`config.mk`:
```
export PLATFORM = sky130hd
export DESIGN_NAME = prefetch_ctrl
export DESIGN_NICKNAME = d
export VERILOG_FILES = /design/src/rtl/prefetch_ctrl.sv
export SDC_FILE = /design/constraint.sdc
export NUM_CORES = 1
export LEC_CHECK = 0
export ABC_CLOCK_PERIOD_IN_PS = 2300
export BUFFER_PORTS_ARGS = -buffer_cell sky130_fd_sc_hd__buf_2
export CAP_MARGIN = 10
export CORE_AREA = 2 2 66 93
export DETAILED_ROUTE_END_ITERATION = 12
export DIE_AREA = 0 0 68 95
export PLACE_DENSITY = 0.8
export REMOVE_ABC_BUFFERS = 1
export SLEW_MARGIN = 20
export SYNTH_ARGS = -nofsm -noshare
export SYNTH_HDL_FRONTEND = slang
export SYNTH_SLANG_ARGS = --single-unit
```
`constraint.sdc`:
```
create_clock -name clk -period 2.3 [get_ports clk]
set_input_delay 0.23 -clock clk [delete_from_list [all_inputs] [get_ports clk]]
set_output_delay 0.23 -clock clk [all_outputs]
set_load 0.05 [all_outputs]
```
`src/rtl/prefetch_ctrl.sv`:
```
// Prefetch sequencer: walks word-aligned fetch addresses through MMU then icache,
// and tracks fetch-FIFO halfword occupancy plus the read-side halfword offset.
module prefetch_ctrl #(
    parameter int          FIFO_WORDS = 2,
    parameter logic [31:0] RESET_PC   = 32'h8000_0000,
    localparam int         CW         = $clog2(2*FIFO_WORDS+1)
) (
    input  logic          clk,
    input  logic          reset,
    input  logic          redirect_i,
    input  logic [31:0]   redirect_pc_i,
    input  logic          consume_i,
    input  logic          consume_comp_i,
    output logic [CW-1:0] hw_count_o,
    output logic          rd_hw_off_o,
    output logic          buf_wr_o,
    output logic          buf_clear_o,
    output logic          mmu_req_o,
    output logic [31:0]   fetch_vaddr_o,
    input  logic          mmu_hit_i,
    input  logic          mmu_fault_i,
    output logic          icache_req_o,
    input  logic          icache_ack_i,
    output logic          fault_o
);

    typedef enum logic [2:0] {
        S_IDLE,
        S_XLATE,
        S_CACHE,
        S_DRAIN,
        S_FAULT
    } state_t;

    localparam logic [CW-1:0] SPACE_LIMIT = CW'(2*FIFO_WORDS-2);
    localparam logic [31:0]   RESET_VADDR = {RESET_PC[31:2], 2'b00};

    state_t         r_state;
    state_t         w_state_next;
    logic [CW-1:0]  r_hw_count;
    logic [CW-1:0]  w_hw_count_next;
    logic [31:0]    r_fetch_vaddr;
    logic           r_rd_hw_off;
    logic           r_skip_lo;

    logic           w_push;
    logic [CW-1:0]  w_push_amt;
    logic [CW-1:0]  w_cons_amt;
    logic           w_cons_ok;
    logic           w_mmu_req;
    logic           w_icache_req;
    logic           w_fault;
    logic           w_unused_pc0;

    assign w_unused_pc0 = redirect_pc_i[0];

    // A response arriving in the same cycle as a redirect belongs to the old stream.
    assign w_push     = (r_state == S_CACHE) && icache_ack_i && !redirect_i;
    assign w_push_amt = r_skip_lo ? CW'(1) : CW'(2);
    assign w_cons_amt = consume_comp_i ? CW'(1) : CW'(2);
    assign w_cons_ok  = consume_i && !redirect_i && (r_hw_count >= w_cons_amt);

    always_comb begin
        w_hw_count_next = r_hw_count;
        if (redirect_i) begin
            w_hw_count_next = '0;
        end else begin
            w_hw_count_next = r_hw_count
                            + (w_push    ? w_push_amt : CW'(0))
                            - (w_cons_ok ? w_cons_amt : CW'(0));
        end
    end

    always_comb begin
        w_state_next = r_state;
        w_mmu_req    = 1'b0;
        w_icache_req = 1'b0;
        w_fault      = 1'b0;
        case (r_state)
            S_IDLE: begin
                if (r_hw_count <= SPACE_LIMIT) begin
                    w_state_next = S_XLATE;
                end
            end
            S_XLATE: begin
                w_mmu_req = 1'b1;
                // No icache request is launched if the stream is being redirected away.
                w_icache_req = mmu_hit_i && !mmu_fault_i && !redirect_i;
                if (mmu_fault_i) begin
                    w_state_next = S_FAULT;
                end else if (mmu_hit_i) begin
                    w_state_next = S_CACHE;
                end
            end
            S_CACHE: begin
                w_icache_req = 1'b1;
                if (icache_ack_i) begin
                    w_state_next = S_IDLE;
                end
            end
            S_DRAIN: begin
                w_icache_req = 1'b1;
                if (icache_ack_i) begin
                    w_state_next = S_IDLE;
                end
            end
            S_FAULT: begin
                w_fault = 1'b1;
            end
            default: begin
                w_state_next = S_IDLE;
            end
        endcase

        // An outstanding icache request must still be retired before fetching anew.
        if (redirect_i) begin
            if (((r_state == S_CACHE) || (r_state == S_DRAIN)) && !icache_ack_i) begin
                w_state_next = S_DRAIN;
            end else begin
                w_state_next = S_IDLE;
            end
        end
    end

    always_ff @(posedge clk or posedge reset) begin
        if (reset) begin
            r_state       <= S_IDLE;
            r_hw_count    <= '0;
            r_fetch_vaddr <= RESET_VADDR;
            r_rd_hw_off   <= RESET_PC[1];
            r_skip_lo     <= RESET_PC[1];
        end else begin
            r_state    <= w_state_next;
            r_hw_count <= w_hw_count_next;
            if (redirect_i) begin
                r_fetch_vaddr <= {redirect_pc_i[31:2], 2'b00};
                r_rd_hw_off   <= redirect_pc_i[1];
                r_skip_lo     <= redirect_pc_i[1];
            end else begin
                if (w_push) begin
                    r_fetch_vaddr <= r_fetch_vaddr + 32'd4;
                    r_skip_lo     <= 1'b0;
                end
                if (w_cons_ok && consume_comp_i) begin
                    r_rd_hw_off <= ~r_rd_hw_off;
                end
            end
        end
    end

    assign hw_count_o    = r_hw_count;
    assign rd_hw_off_o   = r_rd_hw_off;
    assign fetch_vaddr_o = r_fetch_vaddr;
    assign buf_wr_o      = w_push;
    assign buf_clear_o   = redirect_i;
    assign mmu_req_o     = w_mmu_req;
    assign icache_req_o  = w_icache_req;
    assign fault_o       = w_fault;

endmodule

```
==> After elaboration in Yosys (flattened, before gate mapping) <==
Index checks and enable logic that the tools add are counted.
{ "totals": {"output_inout_bits": 41, "romBits": 0, "regBits": 40, "mem_count": 0, "latch_bits": 0, "ramBits": 0, "elab_cells": 57, "input_bits": 40} }
{ "classes": {"n_addsub": 3, "shift": 0, "eq_ne": 8, "magnitude_cmp": 2, "div_mod_pow": 0, "bitwise_logic": 1, "mux": 21, "n_reduce_logical": 17, "n_mul": 0} }
{ "ops": {"columns": ["cell", "count"], "rows": [
  ["two-way mux 32 bit", 2],
  ["adder 32 x 3 -> 32 bit (second input constant)", 1],
  ["two-way mux 3 bit", 6],
  ["case mux 3 bit (4 select lines)", 1],
  ["two-way mux 2 bit", 5],
  ["logical AND 1 bit", 8],
  ["== test 3 x 2 -> 1 bit (second input constant)", 2],
  ["two-way mux 1 bit", 6],
  ["inequality test 4 bit (second input constant)", 1],
  ["AND reduction 4 bit", 1],
  ["nonzero test 2 bit", 2],
  ["adder 3 x 2 -> 3 bit", 1],
  ["== test 3 x 1 -> 1 bit (second input constant)", 1],
  ["== test 3 bit (second input constant)", 1],
  [">= comparator 3 x 2 -> 1 bit", 1],
  ["<= comparator 3 x 2 -> 1 bit (second input constant)", 1],
  ["zero test 1 bit", 3],
  ["zero test 3 bit", 1],
  ["inequality test 3 x 1 -> 1 bit (second input constant)", 1],
  ["inequality test 3 bit (second input constant)", 1],
  ["subtractor 3 x 2 -> 3 bit", 1],
  ["inequality test 2 bit (second input constant)", 1],
  ["case mux 1 bit (2 select lines)", 1],
  ["OR reduction 2 bit", 1],
  ["2 further kinds", 2]
]} }

==> Depth between registers and ports, before layout <==
Gate-level depths: netlist of the first run.
{ "depth": {"depth_word": 7, "ltp_mapped": 12, "mapped_depth_nobuf": 12} }

==> Worst setup path after synthesis of the first run <==
OpenSTA, ideal clock, no wires.
{ "synth_timing": {"kind": "register to register", "from": "register r_hw_count[0] (netlist: hw_count_o[0])", "to": "register r_hw_count[2] (netlist: hw_count_o[2])", "path_stages_with_launch": 11, "n_path_buf": 0, "slack_ns": -0.562, "setup_ns": 0.131, "t_arrival_ns": 2.730, "period_less_slack_ns": 2.862, "required_time_ns": 2.169, "path_cell_list": "dfrtp_1 -> inv_1 -> ha_1 -> nand2b_1 -> a211oi_1 -> or3_1 -> fa_1 -> inv_1 -> fa_1 -> xnor2_1 -> nor2_1"} }
{ "synth_via": {"elab_chain_len": 5, "elab_cells_between_ends": 6, "cone_classes": "add/sub: 2; order compare: 1; mux: 2; reduce/logical: 1"} }
{ "synth_lines": {"columns": ["element", "line_no", "source"], "rows": [
  ["from (decl)", "40", "logic [CW-1:0] r_hw_count;"],
  ["from (signal assigned)", "134", "r_hw_count <= w_hw_count_next;"],
  [">= comparator 3 x 2 -> 1 bit", "61", "assign w_cons_ok = consume_i && !redirect_i && (r_hw_count >= w_cons_amt);"],
  ["logical AND 1 bit", "61", null],
  ["two-way mux 2 bit", "70", "- (w_cons_ok ? w_cons_amt : CW'(0));"],
  ["subtractor 3 x 2 -> 3 bit (*)", "70", null],
  ["two-way mux 3 bit (*)", "65", "if (redirect_i) begin"],
  ["named net w_hw_count_next[2]", "41", "logic [CW-1:0] w_hw_count_next;"]
]} }
Mark *: on every way through the listed nets, which the timed path passes. The rest lies on a longest branch.
A chain may end at the register's enable or synchronous reset.

==> Worst setup path in the final report of the first run <==
{ "layout_timing": {"from": "register r_hw_count[0] (netlist: hw_count_o[0])", "to": "register r_hw_count[1] (netlist: hw_count_o[1])"} }
The elaborated chain is that of the path after synthesis.

==> summary.md, run 1 <==
| Metric | Value |
|---|---|
| Status | finished with violations |
| Failing checks | setup timing |
| Peak Freq | 396 MHz |
| CTS tree | yes |
| Count of mapped cells out of synthesis | 293 |
| Die Ht | 95 µm |
| Clk_lat worst skew | 0.30 ns |
| Total power | 2270 µW |
| Post-Place Worst Slack | -0.247 ns |
| Yosys top cell by area | dfrtp_1 |
| WP buf/inv | 2 |
| HPWL after detailed placement | 4890 µm |
| Vias in the first global route | 2354 |
| Maximum VDD drop | 0.360 mV |
| Design area | 3130 µm² |
| Pre-antenna DRT Iters | 4 |
| Initial antenna violation count | 0 |
| Sw power | 952 µW |
| # IOs | 81 |
| WHS | 0.0356 ns |
| Num rows | 33 |
| Met2 usage | 0.372 |
| Gr usage total | 0.221 |
| Slew Limit Fails | 0 |
| Multi-input logic area | 1470 µm² |
| Post-DRT Antenna Nets | 0 |
| Wire per inst | 15.5 µm |
| # hold bufs at CTS | 0 |
| Starting Density | 0.441 |
| Vias per cell | 5.72 |
| Met3 Use GR | 0.0501 |
| Yosys warning total | 0 |
| #FFs+latches synth | 38 |
| Post-synth top cells | 37 x dfrtp_1, 37 x nand2_1, 24 x nand3_1 |
| Comb pwr share | 0.406 |
| Via count | 2522 |
| Fin. Hold Viols | 0 |
| Sequential power share | 0.376 |
| Post-synth cell types | 49 |
| Avg Cell Area, Syn | 8.58 µm² |
| Worst Path Required | 2.48 ns |
| Worst r2r src | hw_count_o[0] |
| PD cells | 724 nW/µm² |
| Skew final | 0.0112 ns |
| Die area | 6460 µm² |
| Share of layout cells above drive strength 1 | 0.307 |
| Pin count of the biggest net entering global routing | 39 |
| Worst Path Arrival | 2.71 ns |
| Worst Setup Start Kind | flip-flop |
| Post-synth top flop | dfrtp_1 |
| Sequential area share after synthesis | 0.379 |
| NumNets Final | 417 |
| Setup repair after global routing missed its margin | yes |
| Switching share of power | 0.420 |
| Worst Slack Setup Final | -0.226 ns |
| Int Power | 1310 µW |
| Reg-to-reg slack, setup | -0.23 ns |
| Detailed-route DRC error count | 0 |
| CP Capture Type | flip-flop |
| Fillers | 527 |
| Synth top area cells | dfrtp_1 37%, nand2_1 5.5%, nand3_1 4.8% |
| Cell Chain, Critical Path | inv_1 > ha_1 > nand2b_4 > a211oi_4 > or3_4 > fa_1 > inv_2 > fa_2 > nor2_1 |
| DR iter-0 viols | 188 |
| Leakage power | 0.00138 µW |
| Register area | 952 µm² |
| Clock share of power | 0.218 |
| Gpl congestion | 0.782 |
| Capturing point of the worst reg2reg path | hw_count_o[1] |
| Chip Width | 68 µm |
| Kind of cell adding the most delay to the critical path | adder cells |
| Drt total wl | 6840 µm |
| Htree depth | 2 |
| Critical Setup Path Class | reg -> reg |
| Final Util | 0.549 |
| Hold crit path type | in -> async |
| Placed instance area | 2980 µm² |
| Number of diodes | 0 |
| First-pass GRT wire length | 10900 µm |
| Max FO, Critical Path | 2 |
| I/O Buffers | 77 |
| R2R cell count | 9 |
| Max-Cap Viols | 0 |
| Reg clk slew, reported paths | 0.08 ns |
| Core area | 5700 µm² |
| Crit share post-route | 1.10 |
| Clock Tree Root | clkbuf_8 |
| Syn-to-layout area delta | 24.5% |
| Syn Std Cell Area | 2510 µm² |
| M1 GR Usage | 0.269 |
| Number of synthesized flops with an enable pin | 0 |
| # setup viols final | 2 |
| Bufs on Longest Clock Path | 2 |
| Total gr overflow | 0 |
| Fraction of registers with async set/reset | 1.00 |
| Num CTS Buffers | 5 |
| Post-synth top area share | 0.368 |
| CP max stage delay | 0.55 ns |
| Busiest layer in global routing | met2 |
| Post-layout minimum cycle time | 2.53 ns |
| Slowest cell on crit path | fa_1 |
| Num Clock Sinks | 38 |
[timing repair]
action	in CTS	in global routing
pin swaps	6	3
gates resized for setup	6	6
endpoints found under the setup margin	2	2
setup buffers	1	0
[logic make-up after synthesis]
family / Yosys count / synth area share
simple gates: 153 / 0.341
compound gates: 51 / 0.135
xor+xnor: 10 / 0.0348
mux: 2 / 0.00846
flops: 38 / 0.379
buf+inv: 31 / 0.0592
other cells: 1 / 0.00149
fa+ha+maj: 7 / 0.0408
[per-layer routing]
layer / vias up / wire length (µm)
li1: 1232 / -
met1: 1204 / 2720
met2: 80 / 3580
met3: 6 / 464
met4: 0 / 82
met5: - / 0
[worst max path at each step]
stage	start	endpoint	slack [ns]	cells past startpoint
after global routing	hw_count_o[0]	hw_count_o[2]	-0.30	10
after CTS	hw_count_o[0]	hw_count_o[1]	-0.21	9
after floorplan	r_state[2]	fetch_vaddr_o[12]	-0.68	4
after global placement	hw_count_o[0]	hw_count_o[2]	-0.21	10
final	hw_count_o[0]	hw_count_o[1]	-0.23	9
after detailed placement	hw_count_o[0]	hw_count_o[2]	-0.25	10
[cell usage in the layout, fill, tap and decap left out, types with 5 or more instances in the layout]
master,instances
xor2_1,7
o31ai_1,5
a31oi_1,6
nand2_1,37
o21ai_0,15
clkbuf_8,6
or4_1,12
o211ai_1,7
nor2_1,18
nor2b_1,6
nand4_1,15
and2_1,5
a21oi_1,5
and4_1,6
inv_1,8
dfrtp_1,37
buf_4,12
nand3_1,24
nor3_1,6
buf_2,77
[metrics by stage]
| step | setup TNS [ns] | std cells |
|---|---|---|
| after CTS | -0.391 | 441 |
| final | -0.446 | 441 |
| after global placement | -0.340 | 432 |
| after detailed placement | -0.421 | 432 |
| after global routing | -0.598 | 441 |
| after floorplan | -10.44 | 273 |
[final cells by class]
| type | instances | share of cell area |
|---|---|---|
| multi-input combinational | 225 | 0.470 |
| sequential | 38 | 0.304 |
| timing repair buffer | 90 | 0.155 |
| tap | 70 | 0.0280 |
| clock buffer | 6 | 0.0264 |
| inverter | 10 | 0.0120 |
| clock inverter | 2 | 0.00400 |
[power by group through the flow]
stage | combinational (µW) | sequential (µW) | clock (µW)
6_report | 919 | 853 | 494
2_1_floorplan | 341 | 1090 | 0
5_1_grt | 989 | 864 | 535
4_1_cts | 885 | 850 | 505
3_5_place_dp | 845 | 860 | 0
3_3_place_gp | 825 | 853 | 0
[state kept, by name, summed over array words and instances (netlist names)]
name           count
rd_hw_off_o        1
hw_count_o         3
r_state            3
fetch_vaddr_o     30
r_skip_lo          1
[worst min-delay path, stage by stage]
cell and delay [ns]:
buf_2 0.10, inv_1 0.04, buf_4 0.42
Power figures use the tool's default switching activity.
==> run 2, diff against run 1 <==
--- a/config.mk
+++ b/config.mk
@@ -8,10 +8,10 @@
 export ABC_CLOCK_PERIOD_IN_PS = 2300
 export BUFFER_PORTS_ARGS = -buffer_cell sky130_fd_sc_hd__buf_2
 export CAP_MARGIN = 10
-export CORE_AREA = 2 2 66 93
+export CORE_AREA = 2 2 81 114
 export DETAILED_ROUTE_END_ITERATION = 12
-export DIE_AREA = 0 0 68 95
-export PLACE_DENSITY = 0.8
+export DIE_AREA = 0 0 83 116
+export PLACE_DENSITY = 0.51
 export REMOVE_ABC_BUFFERS = 1
 export SLEW_MARGIN = 20
 export SYNTH_ARGS = -nofsm -noshare
==> run 2 against run 1 <==
The run still ends with setup timing left. Sequential share of layout area shrank 1.3 points. Critical path type unchanged. Critical endpoint unchanged. Clock skew shrank 0.0053 ns. Clock-buffer cell count grew 1. Largest cell class unchanged. Clock power grew 43%.
==> summary.md, run 2 (same netlist as run 1, synthesis figures left out) <==
| Metric | Value |
|---|---|
| Reg-to-reg slack, setup | -0.17 ns (+0.06 ns) |
| DR iter-0 viols | 126 (-33%) |
| Htree depth | 2 (unchanged) |
| Met2 usage | 0.262 (-0.110) |
| Num CTS Buffers | 5 (unchanged) |
| Via count | 2518 (-0.16%) |
| Total gr overflow | 0 (unchanged) |
| # IOs | 81 (unchanged) |
| Gpl congestion | 0.757 (-3.1%) |
| Number of flip-flops in the largest register | 30 (unchanged) |
| CP Capture Type | flip-flop |
| First-pass GRT wire length | 12200 µm (+12%) |
| Fillers | 865 (+64%) |
| Worst Setup Start Kind | flip-flop |
| Max FO, Critical Path | 2 (unchanged) |
| Drt total wl | 7430 µm (+8.7%) |
| I/O Buffers | 77 (unchanged) |
| Post-Place Worst Slack | -0.248 ns (-0.00168 ns) |
| Kind of cell adding the most delay to the critical path | adder cells |
| Starting Density | 0.294 (-0.147) |
| Reg clk slew, reported paths | 0.06 ns (-0.02 ns) |
| Max-Cap Viols | 0 (unchanged) |
| Share of layout cells above drive strength 1 | 0.310 (+0.00288) |
| CTS tree | yes |
| Bufs on Longest Clock Path | 2 (unchanged) |
| Failing checks | setup timing |
| Die area | 9630 µm² (+49%) |
| Worst Path Required | 2.45 ns (-0.03 ns) |
| Worst Slack Setup Final | -0.171 ns (+0.0553 ns) |
| M1 GR Usage | 0.185 (-0.0833) |
| Setup repair after global routing missed its margin | yes |
| Design area | 3270 µm² (+4.4%) |
| Vias in the first global route | 2508 (+6.5%) |
| Hold crit path type | in -> async |
| Fin. Hold Viols | 0 (unchanged) |
| Status | finished with violations |
| Setup TNS | -0.317 ns (+0.129 ns) |
| Wire per inst | 15.5 µm (about the same) |
| Num rows | 40 (+21%) |
| Maximum VDD drop | 0.416 mV (+15%) |
| Max-slew headroom | 0.642 |
| Clock Tree Root | clkbuf_16 |
| Chip Width | 83 µm (+22%) |
| Final Util | 0.382 (-0.167) |
| Slew Limit Fails | 0 (unchanged) |
| Number of diodes | 0 (unchanged) |
| Met3 Use GR | 0.0392 (-0.0109) |
| Placed instance area | 3060 µm² (+2.8%) |
| Pin count of the biggest net entering global routing | 66 (+69%) |
| Syn-to-layout area delta | 30.1% |
| WP buf/inv | 2 (unchanged) |
| Post-layout minimum cycle time | 2.47 ns (-0.0553 ns) |
| PD cells | 760 nW/µm² (+5.1%) |
| Peak Freq | 405 MHz (+2.2%) |
| # hold bufs at CTS | 0 (unchanged) |
| HPWL after detailed placement | 5270 µm (+7.8%) |
| R2R cell count | 9 (unchanged) |
| Post-DRT Antenna Nets | 0 (unchanged) |
| Core area | 8560 µm² (+50%) |
| Worst Path Arrival | 2.63 ns (-0.08 ns) |
| Clk_lat worst skew | 0.28 ns (-0.02 ns) |
| Crit share post-route | 1.07 (-0.0241) |
| Slowest cell on crit path | fa_1 |
| Num Clock Sinks | 38 (unchanged) |
| Capturing point of the worst reg2reg path | hw_count_o[1] |
| Skew final | 0.00591 ns (-0.00533 ns) |
| Critical Path Most Common Cell | inv_2 |
| Leakage power | 0.00143 µW (+3.4%) |
| Pre-antenna DRT Iters | 5 (+1) |
| Cell Chain, Critical Path | inv_2 > ha_4 > nand2b_4 > a211oi_4 > or3_4 > fa_1 > inv_2 > fa_2 > nor2_1 |
| Commonest non-fill, non-tap cell in the layout | buf_2 |
| Commonest non-fill, non-tap cells in the layout | 77 x buf_2, 37 x nand2_1, 37 x dfrtp_1, 24 x nand3_1, 18 x nor2_1 |
| # setup viols final | 2 (unchanged) |
| Busiest layer in global routing | met2 |
| Worst r2r src | hw_count_o[0] |
| Initial antenna violation count | 1 (+1) |
| NumNets Final | 420 (+0.72%) |
| Vias per cell | 5.26 (-8.1%) |
| Slew @ Worst Pin | 0.536 ns |
| Gr usage total | 0.156 (-0.0647) |
| Detailed-route DRC error count | 0 (unchanged) |
| CP max stage delay | 0.53 ns (-0.02 ns) |
| Die Ht | 116 µm (+22%) |
| Total power | 2490 µW (+9.7%) |
| Critical Setup Path Class | reg -> reg |
==> run 2: cell types whose count changed in the layout (fill, tap and decap cells not counted), moves of 2 or more <==
cell       before  now
clkbuf_8        6    1
buf_12          0    2
clkbuf_16       0    5
buf_4          12   14
==> run 2: power by group <==
group          internal, µW  switching [µW]
combinational           337             591
clock                   430             276
sequential              752             100
total                  1520             967
==> run 2: how the worst max path moves through the flow <==
stage / start / end / cells after the start
global route: hw_count_o[0] / hw_count_o[2] / 13
detailed placement: hw_count_o[0] / hw_count_o[2] / 10
CTS: hw_count_o[0] / hw_count_o[1] / 9
floorplan: r_state[2] / fetch_vaddr_o[12] / 4
global placement: hw_count_o[0] / hw_count_o[2] / 10
finish: hw_count_o[0] / hw_count_o[1] / 9
==> run 2: per-layer routing <==
metal,vias up,part of all wire
li1,1238,-
met1,1171,0.41
met2,86,0.49
met3,21,0.062
met4,2,0.032
met5,-,0.00094
==> run 2: through the flow <==
step | instances | hold slack [ns]
6_report | 479 | 0.0758
5_1_grt | 479 | 0.153
4_1_cts | 478 | 0.0948
3_5_place_dp | 469 | 0.396
3_3_place_gp | 469 | 0.395
2_1_floorplan | 273 | 0.296
==> run 2: area by class of cell <==
| class | instances | area, µm² | share of cell area |
|---|---|---|---|
| Multi-Input combinational cell | 225 | 1470 | 0.450 |
| Sequential cell | 38 | 952 | 0.291 |
| Timing Repair Buffer | 93 | 531 | 0.162 |
| Clock buffer | 7 | 143 | 0.0436 |
| Tap cell | 105 | 131 | 0.0402 |
| Inverter | 10 | 37.5 | 0.0115 |
| Clock inverter | 1 | 5.00 | 0.00153 |
==> run 2: repair_timing <==
| action | CTS | global route |
|---|---|---|
| endpoints found under the hold margin | 0 | 0 |
| buffers inserted | 1 | 1 |
| pin swaps | 6 | 4 |
| gates resized for setup | 6 | 4 |
| setup endpoints to repair | 2 | 2 |
==> run 2: worst min-delay path: cells and delay by family <==
kind,cells,cell delay (ns)
buf+inv,3,0.58
